===== src/rtl/amba_reg_pkg.sv =====
// Shared types and register map for the 8-bit valid/ready register-write bus.
package amba_reg_pkg;

  typedef logic [7:0] addr_t;
  typedef logic [7:0] data_t;

  typedef struct packed {
    addr_t addr;
    data_t data;
  } cmd_t;

  typedef enum logic [1:0] {
    S_IDLE  = 2'd0,
    S_ISSUE = 2'd1,
    S_GAP   = 2'd2
  } state_e;

  localparam addr_t REG_TPU_CTRL  = 8'h20;
  localparam addr_t REG_TX_SLOT   = 8'h21;
  localparam addr_t REG_RX_SLOT   = 8'h22;
  localparam addr_t REG_TPUINT_B0 = 8'h23;
  localparam addr_t REG_TPUINT_B1 = 8'h24;

endpackage


===== src/rtl/amba_cmd_fifo.sv =====
// Show-ahead command FIFO: head is visible combinationally so the master can load it on pop.
module amba_cmd_fifo
  import amba_reg_pkg::*;
#(
  parameter int DEPTH = 4,
  localparam int PTR_W = $clog2(DEPTH),
  localparam int LVL_W = PTR_W + 1
) (
  input  logic             clk_i,
  input  logic             rst_ni,
  input  logic             push_i,
  input  cmd_t             push_cmd_i,
  input  logic             pop_i,
  output cmd_t             head_o,
  output logic             full_o,
  output logic             empty_o,
  output logic [LVL_W-1:0] level_o
);

  cmd_t             mem_q [DEPTH];
  logic [PTR_W-1:0] wr_ptr_q;
  logic [PTR_W-1:0] rd_ptr_q;
  logic [LVL_W-1:0] level_q;
  logic             do_push;
  logic             do_pop;

  assign full_o  = (level_q == LVL_W'(DEPTH));
  assign empty_o = (level_q == '0);
  // Full refuses a push even when a pop happens in the same cycle.
  assign do_push = push_i && !full_o;
  assign do_pop  = pop_i && !empty_o;
  assign head_o  = mem_q[rd_ptr_q];
  assign level_o = level_q;

  always_ff @(posedge clk_i) begin
    if (do_push) begin
      mem_q[wr_ptr_q] <= push_cmd_i;
    end
  end

  always_ff @(posedge clk_i or negedge rst_ni) begin
    if (!rst_ni) begin
      wr_ptr_q <= '0;
      rd_ptr_q <= '0;
      level_q  <= '0;
    end else begin
      if (do_push) wr_ptr_q <= wr_ptr_q + PTR_W'(1);
      if (do_pop)  rd_ptr_q <= rd_ptr_q + PTR_W'(1);
      level_q <= level_q + LVL_W'(do_push) - LVL_W'(do_pop);
    end
  end

endmodule


===== src/rtl/amba_reg_master.sv =====
// Register-write bus initiator: queues commands, issues one at a time with a ready timeout,
// an idle gap after each transfer, and done/error reporting.
module amba_reg_master
  import amba_reg_pkg::*;
#(
  parameter int DEPTH   = 4,
  parameter int GAP     = 1,
  parameter int TIMEOUT = 255,
  localparam int LVL_W  = $clog2(DEPTH) + 1
) (
  input  logic             clk_i,
  input  logic             rst_ni,
  input  logic             cmd_valid_i,
  output logic             cmd_ready_o,
  input  logic [7:0]       cmd_addr_i,
  input  logic [7:0]       cmd_data_i,
  output logic             bus_valid_o,
  input  logic             bus_ready_i,
  output logic [7:0]       bus_addr_o,
  output logic [7:0]       bus_wdata_o,
  output logic             xfer_done_o,
  output logic             xfer_err_o,
  output logic             err_sticky_o,
  output logic [7:0]       err_addr_o,
  input  logic             err_clr_i,
  output logic             busy_o,
  output logic [LVL_W-1:0] level_o
);

  localparam int CNT_W = (TIMEOUT > 0) ? $clog2(TIMEOUT + 1) : 1;
  localparam int GAP_W = $clog2(GAP + 1);

  state_e           state_q, state_d;
  logic [CNT_W-1:0] cnt_q, cnt_d;
  logic [GAP_W-1:0] gap_q, gap_d;
  logic             valid_q, valid_d;
  addr_t            addr_q, addr_d;
  data_t            wdata_q, wdata_d;
  logic             done_q, done_d;
  logic             err_q, err_d;
  logic             sticky_q, sticky_d;
  addr_t            err_addr_q, err_addr_d;

  cmd_t             head;
  cmd_t             push_cmd;
  logic             fifo_full;
  logic             fifo_empty;
  logic             fifo_pop;
  logic             timeout_hit;

  assign push_cmd = '{addr: cmd_addr_i, data: cmd_data_i};

  amba_cmd_fifo #(
    .DEPTH(DEPTH)
  ) u_fifo (
    .clk_i      (clk_i),
    .rst_ni     (rst_ni),
    .push_i     (cmd_valid_i),
    .push_cmd_i (push_cmd),
    .pop_i      (fifo_pop),
    .head_o     (head),
    .full_o     (fifo_full),
    .empty_o    (fifo_empty),
    .level_o    (level_o)
  );

  // cnt_q counts completed valid cycles; hitting TIMEOUT-1 without ready ends the transfer.
  assign timeout_hit = (TIMEOUT != 0) && (cnt_q == CNT_W'(TIMEOUT - 1));

  always_comb begin
    state_d    = state_q;
    cnt_d      = cnt_q;
    gap_d      = gap_q;
    valid_d    = valid_q;
    addr_d     = addr_q;
    wdata_d    = wdata_q;
    done_d     = 1'b0;
    err_d      = 1'b0;
    sticky_d   = err_clr_i ? 1'b0 : sticky_q;
    err_addr_d = err_addr_q;
    fifo_pop   = 1'b0;

    unique case (state_q)
      S_IDLE: begin
        if (!fifo_empty) begin
          fifo_pop = 1'b1;
          addr_d   = head.addr;
          wdata_d  = head.data;
          valid_d  = 1'b1;
          cnt_d    = '0;
          state_d  = S_ISSUE;
        end
      end
      S_ISSUE: begin
        if (bus_ready_i) begin
          valid_d = 1'b0;
          done_d  = 1'b1;
          gap_d   = '0;
          state_d = S_GAP;
        end else if (timeout_hit) begin
          // A timeout outranks a simultaneous err_clr.
          valid_d    = 1'b0;
          err_d      = 1'b1;
          sticky_d   = 1'b1;
          err_addr_d = addr_q;
          gap_d      = '0;
          state_d    = S_GAP;
        end else if (TIMEOUT != 0) begin
          cnt_d = cnt_q + CNT_W'(1);
        end
      end
      S_GAP: begin
        if (gap_q == GAP_W'(GAP - 1)) begin
          state_d = S_IDLE;
        end else begin
          gap_d = gap_q + GAP_W'(1);
        end
      end
      default: state_d = S_IDLE;
    endcase
  end

  always_ff @(posedge clk_i or negedge rst_ni) begin
    if (!rst_ni) begin
      state_q    <= S_IDLE;
      cnt_q      <= '0;
      gap_q      <= '0;
      valid_q    <= 1'b0;
      addr_q     <= '0;
      wdata_q    <= '0;
      done_q     <= 1'b0;
      err_q      <= 1'b0;
      sticky_q   <= 1'b0;
      err_addr_q <= '0;
    end else begin
      state_q    <= state_d;
      cnt_q      <= cnt_d;
      gap_q      <= gap_d;
      valid_q    <= valid_d;
      addr_q     <= addr_d;
      wdata_q    <= wdata_d;
      done_q     <= done_d;
      err_q      <= err_d;
      sticky_q   <= sticky_d;
      err_addr_q <= err_addr_d;
    end
  end

  assign cmd_ready_o  = !fifo_full;
  assign bus_valid_o  = valid_q;
  assign bus_addr_o   = addr_q;
  assign bus_wdata_o  = wdata_q;
  assign xfer_done_o  = done_q;
  assign xfer_err_o   = err_q;
  assign err_sticky_o = sticky_q;
  assign err_addr_o   = err_addr_q;
  assign busy_o       = (state_q != S_IDLE) || !fifo_empty;

endmodule


===== config.mk =====
export PLATFORM = sky130hd
export DESIGN_NAME = amba_reg_master
export DESIGN_NICKNAME = d
export VERILOG_FILES = /design/src/rtl/amba_reg_pkg.sv /design/src/rtl/amba_cmd_fifo.sv /design/src/rtl/amba_reg_master.sv
export SDC_FILE = /design/constraint.sdc
export NUM_CORES = 1
export LEC_CHECK = 0
export BUFFER_PORTS_ARGS = -buffer_cell sky130_fd_sc_hd__buf_2
export CAP_MARGIN = 20
export CORE_MARGIN = 2
export CORE_UTILIZATION = 55
export CTS_CLUSTER_SIZE = 14
export DETAILED_ROUTE_END_ITERATION = 10
export GPL_ROUTABILITY_DRIVEN = 0
export PLACE_DENSITY = 0.76
export SLEW_MARGIN = 30
export SYNTH_ARGS = -nofsm -noshare
export SYNTH_HDL_FRONTEND = slang
export SYNTH_HIERARCHICAL = 1
export SYNTH_SLANG_ARGS = --single-unit
export TNS_END_PERCENT = 10

===== constraint.sdc =====
create_clock -name clk_i -period 5.7 [get_ports clk_i]
set_input_delay 0.285 -clock clk_i [delete_from_list [all_inputs] [get_ports clk_i]]
set_output_delay 0.285 -clock clk_i [all_outputs]
set_load 0.05 [all_outputs]

==> impl_summary.txt, run 1 <==
----------------------------------------------------
[Flow run]
  Number of max-cap violations ... 0

[Placed design]
  I/O Buffers ... 53
  Worst setup slack after placement ... 2030 ps
  Hpwl dp ... between 4000 and 5000 µm
  Instance count after placement with tap cells included ... 425

[Logic synthesis]
  Gate count of the mapped netlist ... 277
  Mean Syn Cell Area ... ~16 µm²
  Multiplexer fraction of the synthesized cell area ... a little over a tenth
  Portion of synthesized cell area occupied by the leading cell type ... between 40 and 50%
  Synthesis Warnings ... 6
  Xor/xnor cell area share of the yosys netlist ... less than 1%
  Most frequent cells after synthesis ... sky130_fd_sc_hd__edfxtp_1, sky130_fd_sc_hd__nand2_1, sky130_fd_sc_hd__dfrtp_1
  Share of async-settable or async-resettable flops after synthesis ... between 40% and 50%
  Synthesized netlist net count ... around 300
  Post-synthesis instance area ... approximately 4400 µm²
  Post-synthesis simple-gate area fraction ... between 10% and 20%
  Count of distinct cell types in the synthesized netlist ... between 40 and 50
  Count of flip-flops with a built-in enable after synthesis ... 64
  Post-synthesis compound-gate area fraction ... ~3.7%
  Most frequently used cell type in the post-synthesis netlist ... sky130_fd_sc_hd__edfxtp_1
  Main combinational cell family by area after synthesis ... multiplexers
  Post-Synth Adder-Cell Area ... approximately 2.7%
  Proportion of synthesized chip area in sequential cells ... between 60% and 70%
  Dominant register cell in the synthesized netlist ... sky130_fd_sc_hd__edfxtp_1
  Leading cell types by total area after synthesis ... sky130_fd_sc_hd__edfxtp_1, sky130_fd_sc_hd__dfrtp_1, sky130_fd_sc_hd__mux4_1
  Flop and latch count out of synthesis ... about 110
  Library cell with the largest summed area after synthesis ... sky130_fd_sc_hd__edfxtp_1

[Clocking]
  Post_cts resized ... 0
  Number of buffers between clock root and the deepest sink ... 2
  Clock tree from TritonCTS ... done
  Skew-Pair Late Insertion Delay ... about 360 ps
  Clock sink total ... ~110
  Clock-pin slew on the worst setup and hold paths ... ~100 ps
  Clock Root Buffer ... sky130_fd_sc_hd__clkbuf_8
  CTS buffer count ... 9
  Number of H-tree levels ... 3

[Pwr]
  Combinational fraction of design power ... 36.9%
  Reported net switching power ... around 1.1 mW
  Cell-internal power ... ~1.6 mW
  Reported leakage power ... 2.15 nW
  Peak ir drop on the vdd network ... between 0.2 and 0.25 mV
  PD cells ... 527 nW/µm²
  Switching power as a share of total power ... about two fifths
  Clk network pwr share ... 15.5%
  Sequential fraction of design power ... 47.6%

[Timing]
  Total count of max-transition violations in the final report ... 0
  Transition time at the pin with the least slew margin ... roughly 870 ps
  Final hold viol count ... 0
  Setup clock skew after layout ... 10.1 ps
  Worst slew margin relative to its limit ... between 40% and 50%
  Final number of setup-violating endpoints ... 0
  Post-route fraction of the period consumed by the critical path ... 64.3%
  RSZ-0062 raised after global routing ... false
  Final TNS setup ... 0 ps
  Timing-limited maximum frequency ... approximately 270 MHz
  Worst-case setup margin in the final layout ... approximately 2000 ps
  Post-layout min period ... roughly 3700 ps

[Cells and area]
  Layout filler cell count ... 577
  Number of cells in the finished layout apart from fillers ... approximately 440
  Nets ... approximately 370
  Area growth from synthesis to layout ... 11.9%
  Final antenna diode count ... 0
  Share of final-layout standard cells stronger than drive strength 1 ... roughly 28%

[Floorplan]
  Number of I/O pins ... 54
  Die outline width ... approximately 94 µm
  Height of the chip ... around 94 µm
  Initial core utilization ... a little under three fifths
  CORE AREA ... approximately 8000 µm²
  Number of core rows ... 32
  Area enclosed by the die boundary ... about 8800 µm²

[Hold path]
  Hold crit path type ... input port to register
  Number of instances on the worst hold path ... 1

[Setup path]
  R2R setup slack ... just over 2000 ps
  Startpoint class of the critical path ... register
  Number of buffers and inverters on the critical path ... 3
  Gate family responsible for the most delay along the worst path ... simple AND/OR/NAND/NOR gates
  Critical path type ... register to register
  Standard cell with the maximum stage delay on the critical path ... sky130_fd_sc_hd__clkinv_1
  Type of element capturing the critical path ... register
  Largest fanout on the critical path ... 20
  Cells along the critical path ... nor3_1 -> or3_1 -> clkinv_1 -> o31ai_1 -> inv_1 -> ha_1 -> inv_1 -> ha_1 -> fa_1 -> xnor2_1 -> xnor2_1
  Cell depth of the worst setup path ... 11
  Worst reg-to-reg path cell count ... 11
  Arrival time at the worst endpoint ... 3950 ps
  Critical path's largest stage delay ... 640 ps
  Worst EP required ... ~6000 ps

[Run status]
  Result of the run ... finished, final reports clean

[Route]
  Number of DRC markers in iteration 0 ... about 130
  Total iterations of the first detailed-routing run ... 4
  Final wirelength ... around 7200 µm
  Average vias per placed instance ... 5.44
  Routed via count ... between 2000 and 2500
  Number of antenna-violating nets in the routed design ... 0
  DR DRC count ... 0
  Average wire per standard cell ... approximately 16 µm

[GRT]
  Pin count of the biggest net entering global routing ... 27
  Antenna violations before repair ... 0
  Total track usage ... a little under a fifth
  Global route overflow ... 0
  First-pass GRT wire length ... 12300 µm
  Vias in the first global route ... approximately 2400

----------------------------------------------------
[repair_timing]
action	4_1_cts	5_1_grt
endpoints found under the hold margin	19	0
hold buffers	1	0
setup buffers	0	0
[path summary, 6_finish.rpt]
kind	startpoint	endpoint
max	u_fifo/level_o[1]	u_fifo/level_o[2]
min	cmd_data_i[2]	u_fifo/mem_q[0][2]
max reg2reg	u_fifo/level_o[1]	u_fifo/level_o[2]
min reg2reg	bus_wdata_o[6]	bus_wdata_o[6]
max in group asynchronous	rst_ni	u_fifo/rd_ptr_q[0]
min in group asynchronous	rst_ni	cnt_q[3]
[power by group through the flow]
stage / sequential (mW) / combinational [mW] / clock (mW)
6_report: 1.24 / 0.963 / 0.405
4_1_cts: 1.25 / 0.977 / 0.416
2_1_floorplan: 1.43 / 0.576 / 0
3_5_place_dp: 1.27 / 0.970 / 0
3_3_place_gp: 1.26 / 0.948 / 0
5_1_grt: 1.28 / 1.06 / 0.451
[state kept, by name, indices dropped and copies added, names as in the netlist]
signal and cells:
u_fifo/mem_q 64, bus_addr_o 8, bus_wdata_o 8, cnt_q 8, err_addr_o 8, u_fifo/level_o 3, state_q 2, u_fifo/rd_ptr_q 2
u_fifo/wr_ptr_q 2, bus_valid_o 1, err_sticky_o 1, xfer_done_o 1, xfer_err_o 1
[cell type report]
type | count | area [µm²] | area share, %
clock inverters | 5 | 33.8 | 0.681
multi-input cells | 148 | 1280 | 25.7
flip-flops and latches | 109 | 3050 | 61.5
inverters | 12 | 45.0 | 0.908
repair buffers | 55 | 295 | 5.96
clock buffers | 11 | 131 | 2.65
well taps | 102 | 128 | 2.57
[layer usage]
layer	routed length, µm	track usage [%]	share of wire, %
met1	3410	26.9	47
met2	3500	28.7	49
met3	229	2.97	3.2
met4	66	6.76	0.92
met5	0	0	0
[cell usage in the layout, fill, tap and decap left out, drive strengths merged, types with 2 or more instances in the layout]
cell	count
a211o	2
a21o	4
and2	2
and3	2
and3b	4
buf	54
clkbuf	11
clkinv	2
clkinvlp	2
dfrtp	45
edfxtp	64
ha	8
inv	13
mux2	8
mux4	16
nand2	54
nand2b	5
nand3	6
nand4bb	2
nor2	3
nor3	5
nor3b	2
o211ai	4
o21ai	3
o31ai	3
xnor2	4
[cell families (layout without fill, tap and decap cells)]
kind of cell	Yosys count	after routing
mux	24	24
flops	109	109
buf+inv	20	83
xor+xnor	4	4
fa+ha+maj	9	9
simple gates	89	89
compound gates	22	22
[metrics by stage]
step / utilization, % / power (mW) / instance area [µm²] / hold slack (ps)
3_3_place_gp: 61.3 / 2.20 / 4760 / 465
3_5_place_dp: 61.6 / 2.24 / 4780 / 259
5_1_grt: 63.8 / 2.80 / 4960 / 121
4_1_cts: 63.8 / 2.64 / 4960 / 122
6_report: 63.8 / 2.61 / 4960 / 137
2_1_floorplan: - / 2.00 / 4430 / -10.6
Note: power is estimated with default switching activity, not from simulation.
==> run 2, diff against run 1 <==
==> constraint.sdc (replaced) <==
create_clock -name clk_i -period 3.65 [get_ports clk_i]
set_input_delay 0.1825 -clock clk_i [delete_from_list [all_inputs] [get_ports clk_i]]
set_output_delay 0.1825 -clock clk_i [all_outputs]
set_load 0.05 [all_outputs]
==> run 2 against run 1 <==
Clock power rose by 72%. Final area rose by 0.45%. Largest cell class unchanged. Combinational power rose by 59%. Critical endpoint unchanged. Cell count rose by 0.23%. Clock skew rose by 2.3 ps. Sequential share of layout area fell by 0.28 points. First-iteration DRC count fell by 7.6%. Critical path depth rose by 1. Via count fell by 0.12%. Register-to-register slack got worse by 1200 ps. Fmax rose by 33%. Critical path type unchanged. Non-clock buffer count rose by 1.
==> impl_summary.txt, run 2 (synthesis results as in run 1) <==
----------------------------------------------------
[Cells and area]
  Share of final-layout standard cells stronger than drive strength 1 ... between 20 and 30%
  Final antenna diode count ... 0
  Nets ... 366
  Layout filler cell count ... 592
  Most flop-heavy register ... u_fifo/mem_q
  Final instance area ... ~5000 µm²
  Commonest non-fill, non-tap cells in the layout ... sky130_fd_sc_hd__edfxtp_1, sky130_fd_sc_hd__nand2_1, sky130_fd_sc_hd__buf_2
  Final cell utilization of the core ... between 60% and 70%
  Largest register FFs ... 64
  Area growth from synthesis to layout ... 12.5%
  Leading cell type in the layout, fill and taps excluded ... sky130_fd_sc_hd__edfxtp_1

[Setup path]
  Startpoint class of the critical path ... register
  Critical path's largest stage delay ... ~490 ps
  Worst EP required ... between 3000 and 4000 ps
  Standard cell with the maximum stage delay on the critical path ... sky130_fd_sc_hd__dfrtp_1
  Cells along the critical path ... nor3_1 -> or3_1 -> clkinv_1 -> buf_4 -> o31ai_1 -> inv_1 -> ha_1 -> inv_1 -> ha_1 -> fa_1 -> xnor2_1 -> xnor2_1
  Largest fanout on the critical path ... 19
  R2R setup slack ... 890 ps
  Critical path type ... register to register
  Arrival time at the worst endpoint ... between 3000 and 4000 ps
  Type of element capturing the critical path ... register

[Timing]
  Timing-limited maximum frequency ... about 360 MHz
  Total count of max-transition violations in the final report ... 0
  Worst-case setup margin in the final layout ... 886 ps
  RSZ-0062 raised after global routing ... false
  Final TNS setup ... 0 ps
  Final number of setup-violating endpoints ... 0
  Transition time at the pin with the least slew margin ... between 900 and 1000 ps
  Post-layout min period ... between 2000 and 3000 ps
  Final hold viol count ... 0
  Post-route fraction of the period consumed by the critical path ... around 76%
  Hold slack ... about 30 ps
  Setup clock skew after layout ... 12.3 ps
  Worst slew margin relative to its limit ... between 30% and 40%

[GRT]
  Antenna violations before repair ... 0
  Vias in the first global route ... 2359
  Global route overflow ... 0
  Pin count of the biggest net entering global routing ... 46
  First-pass GRT wire length ... 12100 µm
  Total track usage ... around 18%

[Floorplan]
  Initial core utilization ... between 50% and 60%
  CORE AREA ... a little under 8000 µm²
  Area enclosed by the die boundary ... ~8800 µm²
  Height of the chip ... about 94 µm
  Die outline width ... between 90 and 100 µm
  Number of I/O pins ... 54
  Number of core rows ... 32

[Pwr]
  Combinational fraction of design power ... a little under two fifths
  Reported net switching power ... 1.72 mW
  Clk network pwr share ... between 15 and 20%
  PD cells ... ~840 nW/µm²
  Switching power as a share of total power ... about two fifths
  Sequential fraction of design power ... 46.6%
  Cell-internal power ... between 2 and 2.5 mW
  Reported leakage power ... 2.16 nW
  Peak ir drop on the vdd network ... ~0.32 mV

[Route]
  DR DRC count ... 0
  Routed length on met3 ... roughly 290 µm
  Number of antenna-violating nets in the routed design ... 0
  Average vias per placed instance ... between 5 and 6
  Highest metal used ... met4
  Number of DRC markers in iteration 0 ... roughly 120
  Average wire per standard cell ... 16.8 µm
  Routed via count ... between 2000 and 2500
  Routed wire length on met2 ... 3560 µm
  Final wirelength ... between 7000 and 8000 µm
  Total iterations of the first detailed-routing run ... 7
  M1 wire length ... around 3500 µm

[Clocking]
  Clock tree from TritonCTS ... done
  Number of H-tree levels ... 3
  Clock Root Buffer ... sky130_fd_sc_hd__clkbuf_8
  Skew-Pair Late Insertion Delay ... approximately 370 ps
  CTS buffer count ... 9
  Clock sink total ... around 110
  Clock-pin slew on the worst setup and hold paths ... roughly 110 ps
  Post_cts resized ... 0
  Number of buffers between clock root and the deepest sink ... 2

[Placed design]
  I/O Buffers ... 53
  Hpwl dp ... 4890 µm
  Placement-stage cell area ... approximately 4800 µm²
  Worst setup slack after placement ... 979 ps

[Flow run]
  Number of max-cap violations ... 0

[Hold path]
  Hold crit path type ... input port to register

[Run status]
  Result of the run ... finished, final reports clean

----------------------------------------------------
-- run 2: layout make-up --
class	instances	area [µm²]	share of cell area, %
clock buffers	9	124	2.49
clock inverters	7	66.3	1.33
inverters	12	45.0	0.904
multi-input cells	148	1280	25.6
flip-flops and latches	109	3050	61.2
well taps	102	128	2.56
repair buffers	56	293	5.88
-- run 2: critical path: cells and delay by family (launching register included) --
family | cells | cell delay, ps
flops | 1 | 490
xor+xnor | 2 | 360
simple gates | 2 | 480
buf+inv | 4 | 390
fa+ha+maj | 3 | 840
compound gates | 1 | 120
-- run 2: worst paths after layout --
path,startpoint,end,depth (start not counted)
min in group asynchronous,rst_ni,cnt_q[5],2
min reg2reg,bus_wdata_o[4],bus_wdata_o[4],2
max in group asynchronous,rst_ni,u_fifo/rd_ptr_q[0],2
max reg2reg,u_fifo/level_o[1],u_fifo/level_o[2],12
min,cmd_data_i[1],u_fifo/mem_q[1][1],1
max,u_fifo/level_o[1],u_fifo/level_o[2],12
-- run 2: what timing repair did --
item / CTS / global route
endpoints found under the hold margin: 45 / 0
hold buffers: 1 / 0
setup buffers: 0 / 0
-- run 2: power by group through the flow --
| stage | Sequential (mW) | Clock [mW] | Combinational [mW] |
|---|---|---|---|
| 2_1_floorplan | 2.23 | 0 | 0.899 |
| 3_3_place_gp | 1.95 | 0 | 1.51 |
| 3_5_place_dp | 1.98 | 0 | 1.54 |
| 4_1_cts | 1.95 | 0.713 | 1.55 |
| 5_1_grt | 1.99 | 0.766 | 1.66 |
| 6_report | 1.95 | 0.698 | 1.53 |
-- run 2: per-layer routing --
| layer | track usage (%) | vias to the layer above |
|---|---|---|
| li1 | - | 1137 |
| met1 | 25.2 | 1200 |
| met2 | 29.6 | 53 |
| met3 | 4.25 | 10 |
| met4 | 6.16 | 0 |
| met5 | 0 | - |
-- run 2: through the flow --
step,power (mW),instances
global route,4.42,443
finish,4.18,443
CTS,4.21,443
floorplan,3.13,277
global placement,3.46,426
detailed placement,3.52,426
==> run 3, diff against run 2 <==
--- a/config.mk
+++ b/config.mk
@@ -8,11 +8,11 @@
 export BUFFER_PORTS_ARGS = -buffer_cell sky130_fd_sc_hd__buf_2
 export CAP_MARGIN = 20
 export CORE_MARGIN = 2
-export CORE_UTILIZATION = 55
+export CORE_UTILIZATION = 52
 export CTS_CLUSTER_SIZE = 14
 export DETAILED_ROUTE_END_ITERATION = 10
 export GPL_ROUTABILITY_DRIVEN = 0
-export PLACE_DENSITY = 0.76
+export PLACE_DENSITY = 0.75
 export SLEW_MARGIN = 30
 export SYNTH_ARGS = -nofsm -noshare
 export SYNTH_HDL_FRONTEND = slang
==> constraint.sdc (replaced) <==
create_clock -name clk_i -period 2.25 [get_ports clk_i]
set_input_delay 0.1125 -clock clk_i [delete_from_list [all_inputs] [get_ports clk_i]]
set_output_delay 0.1125 -clock clk_i [all_outputs]
set_load 0.05 [all_outputs]
==> run 3 against run 2 <==
Sequential cell count is the same. Sequential power grew 53%. Global-route usage grew 0.26 points. Setup slack lost 850 ps. First-iteration DRC count grew 16%. Critical path type unchanged. Combinational power grew 92%. Clock skew shrank 1.6 ps. Clock-buffer cell count is the same. Non-clock buffer count grew 25. Hold slack lost 16 ps. Final area grew 6.0%. Cell count grew 6.3%.
==> impl_summary.txt, run 3 (synthesis results as in run 1) <==
----------------------------------------------------
[Run status]
  Result of the run ... finished, final reports clean

[Pwr]
  Reported leakage power ... around 2.3 nW
  Peak ir drop on the vdd network ... 0.484 mV
  PD cells ... between 1000 and 1500 nW/µm²

[Setup path]
  Arrival time at the worst endpoint ... 2470 ps
  Critical path type ... register to register
  Largest fanout on the critical path ... 2
  Worst EP required ... 2510 ps
  Startpoint class of the critical path ... register
  Type of element capturing the critical path ... register
  Worst reg-to-reg path cell count ... 11

[GRT]
  Total track usage ... 18.7%
  Vias in the first global route ... roughly 2500
  Pin count of the biggest net entering global routing ... 27
  Global route overflow ... 0
  Antenna violations before repair ... 0
  First-pass GRT wire length ... between 10000 and 15000 µm

[Cells and area]
  Most flop-heavy register ... u_fifo/mem_q
  Number of cells in the finished layout apart from fillers ... ~470
  Final instance area ... 5280 µm²
  Final cell utilization of the core ... 64.2%
  Area growth from synthesis to layout ... 19.2%
  Nets ... a little under 400
  Commonest non-fill, non-tap cells in the layout ... sky130_fd_sc_hd__edfxtp_1, sky130_fd_sc_hd__nand2_1, sky130_fd_sc_hd__buf_2
  Total area of sequential cells ... between 3000 and 4000 µm²
  Layout filler cell count ... slightly above 600
  Share of final-layout standard cells stronger than drive strength 1 ... a little under a third
  Area taken by multi-input logic gates ... 1320 µm²
  Leading cell type in the layout, fill and taps excluded ... sky130_fd_sc_hd__edfxtp_1
  Final antenna diode count ... 0
  Largest register FFs ... 64

[Timing]
  Post-route fraction of the period consumed by the critical path ... 98.5%
  Final number of setup-violating endpoints ... 0
  Total count of max-transition violations in the final report ... 0
  Final hold viol count ... 0
  Final TNS setup ... 0 ps
  Timing-limited maximum frequency ... 451 MHz
  Hold slack ... 13.7 ps
  Setup clock skew after layout ... roughly 11 ps
  Transition time at the pin with the least slew margin ... around 880 ps
  RSZ-0062 raised after global routing ... true
  Worst slew margin relative to its limit ... between 40% and 50%
  Post-layout min period ... between 2000 and 2500 ps

[Clocking]
  Clock Root Buffer ... sky130_fd_sc_hd__clkbuf_8
  Clock tree from TritonCTS ... done
  CTS buffer count ... 9
  Skew-Pair Late Insertion Delay ... 360 ps
  Number of buffers between clock root and the deepest sink ... 2
  Clock-pin slew on the worst setup and hold paths ... approximately 100 ps
  Number of H-tree levels ... 3
  Clock sink total ... about 110

[Route]
  Number of DRC markers in iteration 0 ... between 100 and 150
  DR DRC count ... 0
  Total iterations of the first detailed-routing run ... 5
  Average wire per standard cell ... approximately 17 µm
  Routed via count ... 2534
  Final wirelength ... 7900 µm
  Average vias per placed instance ... 5.38
  Number of antenna-violating nets in the routed design ... 0

[Floorplan]
  CORE AREA ... 8220 µm²
  Area enclosed by the die boundary ... 9270 µm²
  Number of core rows ... 33
  Height of the chip ... between 90 and 100 µm
  Number of I/O pins ... 54
  Die outline width ... just under 100 µm
  Initial core utilization ... approximately 54%

[Placed design]
  I/O Buffers ... between 50 and 60
  Placement-stage cell area ... roughly 4900 µm²
  Hpwl dp ... approximately 5200 µm
  Instance count after placement with tap cells included ... 436

[Flow run]
  Number of max-cap violations ... 0

[Hold path]
  Number of instances on the worst hold path ... 3
  Hold crit path type ... input port to register

----------------------------------------------------
-- run 3: cell types whose count changed in the layout (fill, tap and decap cells not counted), sizes merged --
| cell | previous run | this run |
|---|---|---|
| dlygate4sd3 | 1 | 17 |
| bufinv | 0 | 1 |
| inv | 15 | 14 |
| buf | 55 | 64 |
| clkinv | 2 | 3 |
| clkinvlp | 2 | 1 |
-- run 3: power breakdown --
group	switching, mW	total, mW	internal (mW)
registers	0.292	2.98	2.68
clock network	0.636	1.16	0.520
logic	1.90	2.94	1.04
-- run 3: layer usage --
metal / GRT usage, % / part of all wire, % / vias up
met2: 31.1 / 49 / 70
met1: 24.9 / 45 / 1273
li1: - / - / 1182
met4: 7.04 / 1.4 / 0
met3: 3.29 / 4.7 / 9
met5: 0 / 0 / -
-- run 3: final cells by class --
cell class	count	share of cell area, %
flip-flops and latches	109	57.8
multi-input cells	148	25.0
repair buffers	81	10.1
well taps	105	2.49
clock buffers	9	2.35
clock inverters	7	1.35
inverters	12	0.948
-- run 3: critical path, stage by stage, from the launching register on --
cell and delay [ps]:
sky130_fd_sc_hd__dfrtp_2 440, sky130_fd_sc_hd__nor3_4 200, sky130_fd_sc_hd__or3_4 170, sky130_fd_sc_hd__clkinv_4 50, sky130_fd_sc_hd__o31ai_4 60, sky130_fd_sc_hd__inv_1 70, sky130_fd_sc_hd__ha_1 280, sky130_fd_sc_hd__inv_1 40
sky130_fd_sc_hd__ha_2 170, sky130_fd_sc_hd__fa_2 380, sky130_fd_sc_hd__xnor2_2 150, sky130_fd_sc_hd__xnor2_1 120
-- run 3: final timing paths --
check | slack (ps) | endpoint | from
worst max-delay path | 30 | u_fifo/level_o[2] | u_fifo/level_o[1]
worst min-delay path | 10 | err_sticky_o | err_clr_i
worst max register to register | 30 | u_fifo/level_o[2] | u_fifo/level_o[1]
worst min register to register | 480 | bus_wdata_o[7] | bus_wdata_o[7]
max in group asynchronous | 1420 | cnt_q[2] | rst_ni
min in group asynchronous | 300 | xfer_err_o | rst_ni
-- run 3: what timing repair did --
item	in CTS	in global routing
hold endpoints to repair	89	0
buffers inserted	0	2
endpoints found under the setup margin	1	1
pin swaps	0	5
resized for setup	1	4
hold buffers	17	0
-- run 3: per-stage QoR --
step | power [mW] | setup WS, ps
CTS | 7.05 | 23.9
global route | 7.49 | -39.1
detailed placement | 5.85 | 1.57
floorplan | 5.15 | -316
global placement | 5.75 | 74.6
finish | 7.07 | 34.6
